--- config.mk ---
export PLATFORM = sky130hd
export DESIGN_NAME = prach_mixer
export DESIGN_NICKNAME = d
export VERILOG_FILES = /design/src/rtl/prach_pkg.sv /design/src/rtl/prach_cmult.sv /design/src/rtl/prach_mixer.sv
export SDC_FILE = /design/constraint.sdc
export NUM_CORES = 2
export LEC_CHECK = 0
export ABC_CLOCK_PERIOD_IN_PS = 10350
export CAP_MARGIN = 10
export CORE_ASPECT_RATIO = 1.75
export CORE_MARGIN = 1.5
export CORE_UTILIZATION = 55
export CTS_CLUSTER_DIAMETER = 40
export DETAILED_ROUTE_END_ITERATION = 10
export PLACE_DENSITY = 0.75
export SETUP_SLACK_MARGIN = 0.05
export SYNTH_ARGS = -nofsm -noshare
export SYNTH_HDL_FRONTEND = slang
export SYNTH_HIERARCHICAL = 1
export SYNTH_SLANG_ARGS = --single-unit
--- constraint.sdc ---
create_clock -name clk -period 10.35 [get_ports clk]
set_input_delay 1.5525 -clock clk [delete_from_list [all_inputs] [get_ports clk]]
set_output_delay 1.5525 -clock clk [all_outputs]
set_load 0.05 [all_outputs]
--- src/rtl/prach_pkg.sv ---
// Shared types and widths for the PRACH mixer path.
// Consumed by prach_cmult and prach_mixer.
package prach_pkg;

    localparam int NUM_CHN  = 8;
    localparam int IQ_W     = 16;
    localparam int NCO_W    = 16;
    localparam int NCO_FRAC = 14;

    typedef logic [2:0] chn_t;

    typedef struct packed {
        logic signed [IQ_W-1:0] i;
        logic signed [IQ_W-1:0] q;
    } iq_t;

endpackage

--- src/rtl/prach_cmult.sv ---
// Conjugate complex multiply (a * conj(c + js)) with round-half-up and saturation.
// Three register stages: products, sums, rounded/clamped result plus sat flag.
module prach_cmult
    import prach_pkg::*;
#(
    parameter int DW    = IQ_W,
    parameter int CW    = NCO_W,
    parameter int CFRAC = NCO_FRAC
) (
    input  logic                 clk,
    input  logic                 rst_n,
    input  logic signed [DW-1:0] a_i,
    input  logic signed [DW-1:0] a_q,
    input  logic signed [CW-1:0] c,
    input  logic signed [CW-1:0] s,
    output logic signed [DW-1:0] y_i,
    output logic signed [DW-1:0] y_q,
    output logic                 sat
);

    localparam int PW = DW + CW;
    localparam int SW = PW + 1;

    localparam logic signed [SW-1:0] HALF = SW'(1) <<< (CFRAC - 1);
    localparam logic signed [SW-1:0] MAXV = SW'((2 ** (DW - 1)) - 1);
    localparam logic signed [SW-1:0] MINV = ~MAXV;

    logic signed [PW-1:0] p_ic, p_qs, p_qc, p_is;
    logic signed [SW-1:0] s_i, s_q;
    logic signed [SW-1:0] r_i, r_q;
    logic signed [DW-1:0] c_i, c_q;
    logic                 clip_i, clip_q;

    always_comb begin
        r_i = (s_i + HALF) >>> CFRAC;
        r_q = (s_q + HALF) >>> CFRAC;
        c_i    = r_i[DW-1:0];
        c_q    = r_q[DW-1:0];
        clip_i = 1'b0;
        clip_q = 1'b0;
        if (r_i > MAXV) begin
            c_i    = MAXV[DW-1:0];
            clip_i = 1'b1;
        end else if (r_i < MINV) begin
            c_i    = MINV[DW-1:0];
            clip_i = 1'b1;
        end
        if (r_q > MAXV) begin
            c_q    = MAXV[DW-1:0];
            clip_q = 1'b1;
        end else if (r_q < MINV) begin
            c_q    = MINV[DW-1:0];
            clip_q = 1'b1;
        end
    end

    always_ff @(posedge clk) begin
        if (!rst_n) begin
            p_ic <= '0;
            p_qs <= '0;
            p_qc <= '0;
            p_is <= '0;
            s_i  <= '0;
            s_q  <= '0;
            y_i  <= '0;
            y_q  <= '0;
            sat  <= 1'b0;
        end else begin
            p_ic <= a_i * c;
            p_qs <= a_q * s;
            p_qc <= a_q * c;
            p_is <= a_i * s;
            s_i  <= SW'(p_ic) + SW'(p_qs);
            s_q  <= SW'(p_qc) - SW'(p_is);
            y_i  <= c_i;
            y_q  <= c_q;
            sat  <= clip_i | clip_q;
        end
    end

endmodule

--- src/rtl/prach_mixer.sv ---
// TDM PRACH down-mixer: input register, conjugate multiply, tag/sync delay and status.
// Define PRACH_MIXER_SAT_CNT_EN to build the saturated-sample counter.
module prach_mixer
    import prach_pkg::*;
#(
    parameter int DW    = IQ_W,
    parameter int CW    = NCO_W,
    parameter int CFRAC = NCO_FRAC
) (
    input  logic                 clk,
    input  logic                 rst_n,
    input  logic signed [DW-1:0] din_i,
    input  logic signed [DW-1:0] din_q,
    input  chn_t                 din_chn,
    input  logic signed [CW-1:0] nco_cos,
    input  logic signed [CW-1:0] nco_sin,
    input  chn_t                 nco_chn,
    input  logic                 sync_in,
    output logic signed [DW-1:0] dout_i,
    output logic signed [DW-1:0] dout_q,
    output chn_t                 dout_chn,
    output logic                 sync_out,
    input  logic                 ctrl_stat_clr,
    output logic [NUM_CHN-1:0]   stat_sat,
    output logic                 stat_misalign,
    output logic [15:0]          stat_sat_cnt
);

    logic signed [DW-1:0] s1_i, s1_q;
    logic signed [CW-1:0] s1_c, s1_s;
    chn_t                 chn_d [4];
    logic [3:0]           sync_d;
    logic                 misalign;
    logic                 sat;
    logic [NUM_CHN-1:0]   sat_set;

    assign misalign = (din_chn != nco_chn);
    assign sat_set  = sat ? (NUM_CHN'(1) << dout_chn) : '0;
    assign dout_chn = chn_d[3];
    assign sync_out = sync_d[3];

    always_ff @(posedge clk) begin
        if (!rst_n) begin
            s1_i   <= '0;
            s1_q   <= '0;
            s1_c   <= '0;
            s1_s   <= '0;
            chn_d  <= '{default: '0};
            sync_d <= '0;
        end else begin
            s1_i     <= din_i;
            s1_q     <= din_q;
            s1_c     <= nco_cos;
            s1_s     <= nco_sin;
            chn_d[0] <= din_chn;
            for (int k = 1; k < 4; k++) begin
                chn_d[k] <= chn_d[k-1];
            end
            sync_d <= {sync_d[2:0], sync_in};
        end
    end

    prach_cmult #(
        .DW    (DW),
        .CW    (CW),
        .CFRAC (CFRAC)
    ) u_cmult (
        .clk   (clk),
        .rst_n (rst_n),
        .a_i   (s1_i),
        .a_q   (s1_q),
        .c     (s1_c),
        .s     (s1_s),
        .y_i   (dout_i),
        .y_q   (dout_q),
        .sat   (sat)
    );

    // A clear that coincides with an event leaves only that event recorded.
    always_ff @(posedge clk) begin
        if (!rst_n) begin
            stat_sat      <= '0;
            stat_misalign <= 1'b0;
        end else if (ctrl_stat_clr) begin
            stat_sat      <= sat_set;
            stat_misalign <= misalign;
        end else begin
            stat_sat      <= stat_sat | sat_set;
            stat_misalign <= stat_misalign | misalign;
        end
    end

`ifdef PRACH_MIXER_SAT_CNT_EN
    logic [15:0] sat_cnt;

    always_ff @(posedge clk) begin
        if (!rst_n) begin
            sat_cnt <= '0;
        end else if (ctrl_stat_clr) begin
            sat_cnt <= {15'd0, sat};
        end else if (sat && sat_cnt != 16'hFFFF) begin
            sat_cnt <= sat_cnt + 16'd1;
        end
    end

    assign stat_sat_cnt = sat_cnt;
`else
    assign stat_sat_cnt = '0;
`endif

endmodule

Word-level counts from Yosys, hierarchy flattened:

Cells that the tools add are included.

* register bits: 316
* latch bits: 0
* RAM bits: 0
* bits in read-only memories: 0
* output and inout bits: 61
* word-level logic and storage cells: 53
* memories: 0

* add/sub/neg operators: 4
* multipliers: 4
* div/mod/pow operators: 0
* $lt $le $gt $ge: 4
* equal/unequal tests: 1
* shift-type cells: 1
* multiplexer cells: 11
* bitwise gates (word level): 4
* reductions and logical operators: 2

Operator list (count)
* multiplier 16 x 16 -> 32 bit: 4
* adder 33 x 15 -> 33 bit (second input constant): 2
* > comparator 19 x 16 -> 1 bit (second input constant): 2
* < comparator 19 x 16 -> 1 bit (second input constant): 2
* adder 32 x 32 -> 33 bit: 1
* subtractor 32 x 32 -> 33 bit: 1
* two-way mux 16 bit: 2
* two-way mux 15 bit: 2
* two-way mux 8 bit: 2
* bitwise OR 8 bit: 1
* left shift 1 x 3 -> 8 bit (first input constant): 1
* two-way mux 1 bit: 5
* OR reduction 2 bit: 2
* inequality test 3 bit: 1
* bitwise OR 1 bit: 2
* inverter 1 bit: 1

Logic depth before layout (Yosys ltp):

* depth in word-level cells: 5
* depth in mapped cells: 25
* mapped depth without buffers: 24

By module:

Netlist, hierarchy kept.

By module, submodules not included
* prach_cmult: times used 1, cells each 5208, area an instance 47631.9 um^2, sequential area each 4023.9 um^2
* prach_mixer: times used 1, cells each 227, area an instance 2711.4 um^2, sequential area each 1781.7 um^2

Worst setup path after synthesis:

Ideal clock, no wire load.

* path type: flip-flop to flip-flop
* from: reg s1_q[15]
* to: reg u_cmult.p_qs[29]
* arrival: 5.856 ns
* data required time: 10.278 ns
* setup slack: 4.423 ns
* cell stages (with the launch flop): 22
* path buffers: 1
* cell sequence: dfxtp_1 clkbuf_1 nand2_1 inv_1 fa_1 fa_1 fa_1 fa_1 fa_1 inv_1 fa_1 inv_1 ha_1 a21o_1 a21o_1 a221o_1 a31oi_1 o21ai_1 a41o_1 a21bo_1 o21ai_2 mux2i_1

* longest elaborated chain between the ends: 1

RTL lines
* start, declared: line prach_mixer.sv:29 `logic signed [DW-1:0] s1_i, s1_q;`
* start signal, assigned: line prach_mixer.sv:52 `s1_q <= din_q;`
* multiplier 16 x 16 -> 32 bit: line prach_cmult.sv:70 `p_qs <= a_q * s;`
* end signal, assigned: line prach_cmult.sv:70
* end, declared: line prach_cmult.sv:28 `logic signed [PW-1:0] p_ic, p_qs, p_qc, p_is;`

Every way passes these cells.
A chain may end at the register's enable or synchronous reset.

Final worst setup path:

* from: reg s1_c[1]
* to: reg u_cmult.p_ic[28]

* longest elaborated chain between the ends: 1

RTL lines
* start, declared: line prach_mixer.sv:30 `logic signed [CW-1:0] s1_c, s1_s;`
* start signal, assigned: line prach_mixer.sv:53 `s1_c <= nco_cos;`
* multiplier 16 x 16 -> 32 bit: line prach_cmult.sv:69 `p_ic <= a_i * c;`
* end signal, assigned: line prach_cmult.sv:69
* end, declared: line prach_cmult.sv:28

Every way passes these cells.

==> impl_metrics.yaml <==
logic_synthesis:
  dominantRegCellSynth: "dfxtp_1"
  post_synth_instance_area_sq_um: 50340
  syn-instance-count: 5435
  synth.avg_cell_area_sq_um: 9.263
  synth.yosys.seq_area_share_pct: 11.53
  post_synth_num_cell_types: 98
  yosys.area_share.adder_pct: 51.42
  async_flop_share_pct: 0
  synth-xor-area-share_pct: 3.164
  yosys-mux-area-fraction_pct: 0.1591
  area_fraction_in_compound_gates_after_synthesis_pct: 6.161
  register_bit_total_from_synthesis: 290
  post_synth_edffs: 0
  ys.warnings.count: 6
  synth_top_family_by_area: "adder cells"
  simple_gate_area_share_of_the_yosys_netlist_pct: 16.53
worst_setup_path:
  timing.critical_path.arrival_ns: 7.45
  criticalPathCategory: "reg2reg"
  critical_path_peak_fanout: 17
  critical_path.endpoint_type: "flop"
  worst-endpoint-required_ns: 10.81
  cp-start-kind: "flop"
global_route:
  grt_max_degree: 81
  grt_pass1_wl_um: 198400
  number_of_antenna_violations_at_the_first_check_in_global_routing: 0
  gr_ovfl_total: 0
  grt_usage_pct: 27.18
  first_global_vias: 39480
pwr:
  cellLeakagePower_nw: 27.46
  vdd_drop_max_mv: 0.1418
  power_density_nw_per_um2: 165.4
cells_and_area:
  fillCellCount: 7726
  multiInputGateArea_sq_um: 39040
  mostFrequentLayoutCell: "inv_1"
  non_filler_cells_final: 6651
  nNetsFinal: 6944
  drive_gt1_share_pct: 4.170
  flow.area_growth_from_synthesis_pct: 7.496
  seq_area_sq_um: 5809
  stdcell_area_sq_um: 54120
  antenna_cells_inserted: 0
  most-common-layout-cells: "inv_1, fa_1, and2_1"
drt:
  drt_first_pass_iters: 6
  viasPerCell: 5.428
  dr.first_iter.drc_count: 2048
  routed_wire_length_um: 120800
  via_count: 36100
  remaining_drc_errors: 0
  avgRoutedWirePerCell_um: 18.16
  ant_nets: 0
sta:
  final.setup.tns_ns: 0
  rsz0062_at_grt: "no"
  worst-slew-pin-transition_ns: 1.168
  timing.final.max_slew_violations: 0
  setup_ws_ns: 3.365
  timing_hold_violations_final: 0
  timing.clock.skew_ns: 0.04257
  setup_failing_eps_final: 0
  layout_worst_path_cycle_share_pct: 67.48
  timing.fmax_mhz: 143.2
  max_slew_margin_pct: 21.78
  period_needed_ns: 6.985
floorplanning:
  floorplan.core_area_sq_um: 90610
  floorplan.rows: 146
  number_of_top_level_pins: 135
  floorplan.die.height_um: 403.2
  die_area_sq_um: 93430
  initial_utilization_pct: 55.56
  fp.dieW_um: 231.7
clock_tree:
  cts_setup_buffers: 0
  cts-root-buf: "clkbuf_16"
  tritoncts_buffers: 45
  cts_tree: "yes"
  ctsHoldBuffers: 0
  clk_pin_slew_worst_paths_ns: 0.06
  cts_resized: 0
  clock-sinks: 290
  clock_insertion_delay_worst_skew_ns: 0.62
  cts.path.max_buffers: 3
  htree_levels: 2
flow_run:
  max_cap_violations: 0
placement:
  place_area_sq_um: 52480
  place_worst_setup_slack_ns: 3.505
  dpl_hpwl_um: 94840
  numPortBuffers: 118
  placed_cells_incl_taps: 6567
  finalWeightedCongestion: 0.8885
min_path:
  timing.hold.worst.class: "reg2reg"
status:
  run_status: "finished clean"
flip-flops by register name (all words and copies together) (netlist names), 9 cells and up:
signal,count
s1_c,16
s1_s,16
u_cmult/s_i,20
s1_q,16
s1_i,16
u_cmult/p_is,32
chn_d,9
u_cmult/y_i,16
u_cmult/y_q,16
u_cmult/p_qs,32
u_cmult/s_q,20
u_cmult/p_ic,32
u_cmult/p_qc,32
Yosys cell counts (4+ instances only):
library cell / number / area, sq um
inv_1: 1191 / 4471
fa_1: 1048 / 20980
and2_1: 595 / 3722
nand2_1: 548 / 2057
ha_1: 392 / 4905
dfxtp_1: 290 / 5806
nor2_1: 218 / 818.3
clkbuf_1: 211 / 792.0
a21oi_1: 114 / 570.6
xnor2_1: 108 / 945.9
xor2_1: 72 / 630.6
o21ai_0: 66 / 330.3
a21o_1: 62 / 465.5
nand2b_1: 50 / 312.8
o21a_1: 44 / 330.3
nor3_1: 42 / 210.2
nand3_1: 37 / 185.2
and3_1: 28 / 175.2
buf_4: 23 / 172.7
o21bai_1: 21 / 157.7
a31oi_1: 19 / 118.9
nand4_1: 19 / 118.9
a211oi_1: 12 / 90.09
o21ai_2: 12 / 105.1
nor3b_1: 11 / 82.58
o21ai_1: 10 / 50.05
nor2b_1: 9 / 56.30
o211ai_1: 9 / 67.56
a21boi_0: 8 / 60.06
buf_2: 8 / 40.04
mux2i_1: 8 / 80.08
nor4_1: 8 / 50.05
o31a_1: 7 / 61.31
a211o_1: 6 / 52.55
and3_4: 6 / 67.56
and4_1: 6 / 52.55
nand3b_1: 6 / 45.04
or2_2: 6 / 37.54
a211oi_2: 4 / 50.05
a21oi_2: 4 / 35.03
nor4b_1: 4 / 35.03
or3_1: 4 / 25.02
or4_1: 4 / 30.03
final timing paths:
path | cells past startpoint | slack [ns] | startpoint | endpoint
setup / recovery | 18 | 3.37 | s1_c[1] | u_cmult/p_ic[28]
hold / removal | 1 | 0.43 | sync_d[0] | sync_d[1]
setup reg to reg | 18 | 3.37 | s1_c[1] | u_cmult/p_ic[28]
hold reg to reg | 1 | 0.43 | sync_d[0] | sync_d[1]
cell type report:
cell class | instances | area share (%)
clock buffer | 45 | 2.081
inverter | 1193 | 8.279
timing repair buffer | 183 | 3.080
clock inverter | 39 | 0.9456
sequential | 290 | 10.73
tap | 1184 | 2.737
multi-input combinational | 3717 | 72.14
per-stage QoR:
stage | util, % | hold WS (ns) | total power [mW]
6_report | 59.73 | 0.4305 | 8.953
5_1_grt | 59.73 | 0.4430 | 9.775
4_1_cts | 59.73 | 0.4349 | 9.009
3_5_place_dp | 57.92 | 0.4212 | 7.317
3_3_place_gp | 57.92 | 0.4165 | 7.176
2_1_floorplan | - | 0.4119 | 5.919
cells by family (layout without fill, tap and decap cells):
| kind of cell | count (synthesis) | in the layout |
|---|---|---|
| compound gates | 447 | 447 |
| xor+xnor | 181 | 181 |
| fa+ha+maj | 1440 | 1440 |
| buf+inv | 1443 | 1460 |
| flops | 290 | 290 |
| mux | 8 | 8 |
| other cells | 1 | 16 |
| simple gates | 1625 | 1625 |
power breakdown:
part | internal [mW] | switching [mW]
Clock | 0.948 | 0.678
Combinational | 2.34 | 3.33
Sequential | 1.43 | 0.223
worst max-delay path, stage by stage, from the launching register on:
cell	delay [ns]
dfxtp_1	0.73
buf_4	0.42
nand2_1	0.15
inv_1	0.15
fa_1	0.54
fa_1	0.82
fa_1	0.51
fa_1	0.56
fa_1	0.44
fa_1	0.45
ha_1	0.37
a211oi_1	0.33
o21ai_0	0.15
a31o_2	0.25
a21o_1	0.18
o21ai_0	0.35
o21ai_0	0.21
xnor2_1	0.19
nor2_1	0.05
per-layer routing:
metal	up-vias	track usage [%]	share of wire (%)
li1	16170	-	-
met1	18340	30.63	35
met2	1213	46.69	50
met3	382	2.836	5.2
met4	0	21.62	9.7
met5	-	0	0
(Power assumes the default switching activity.)
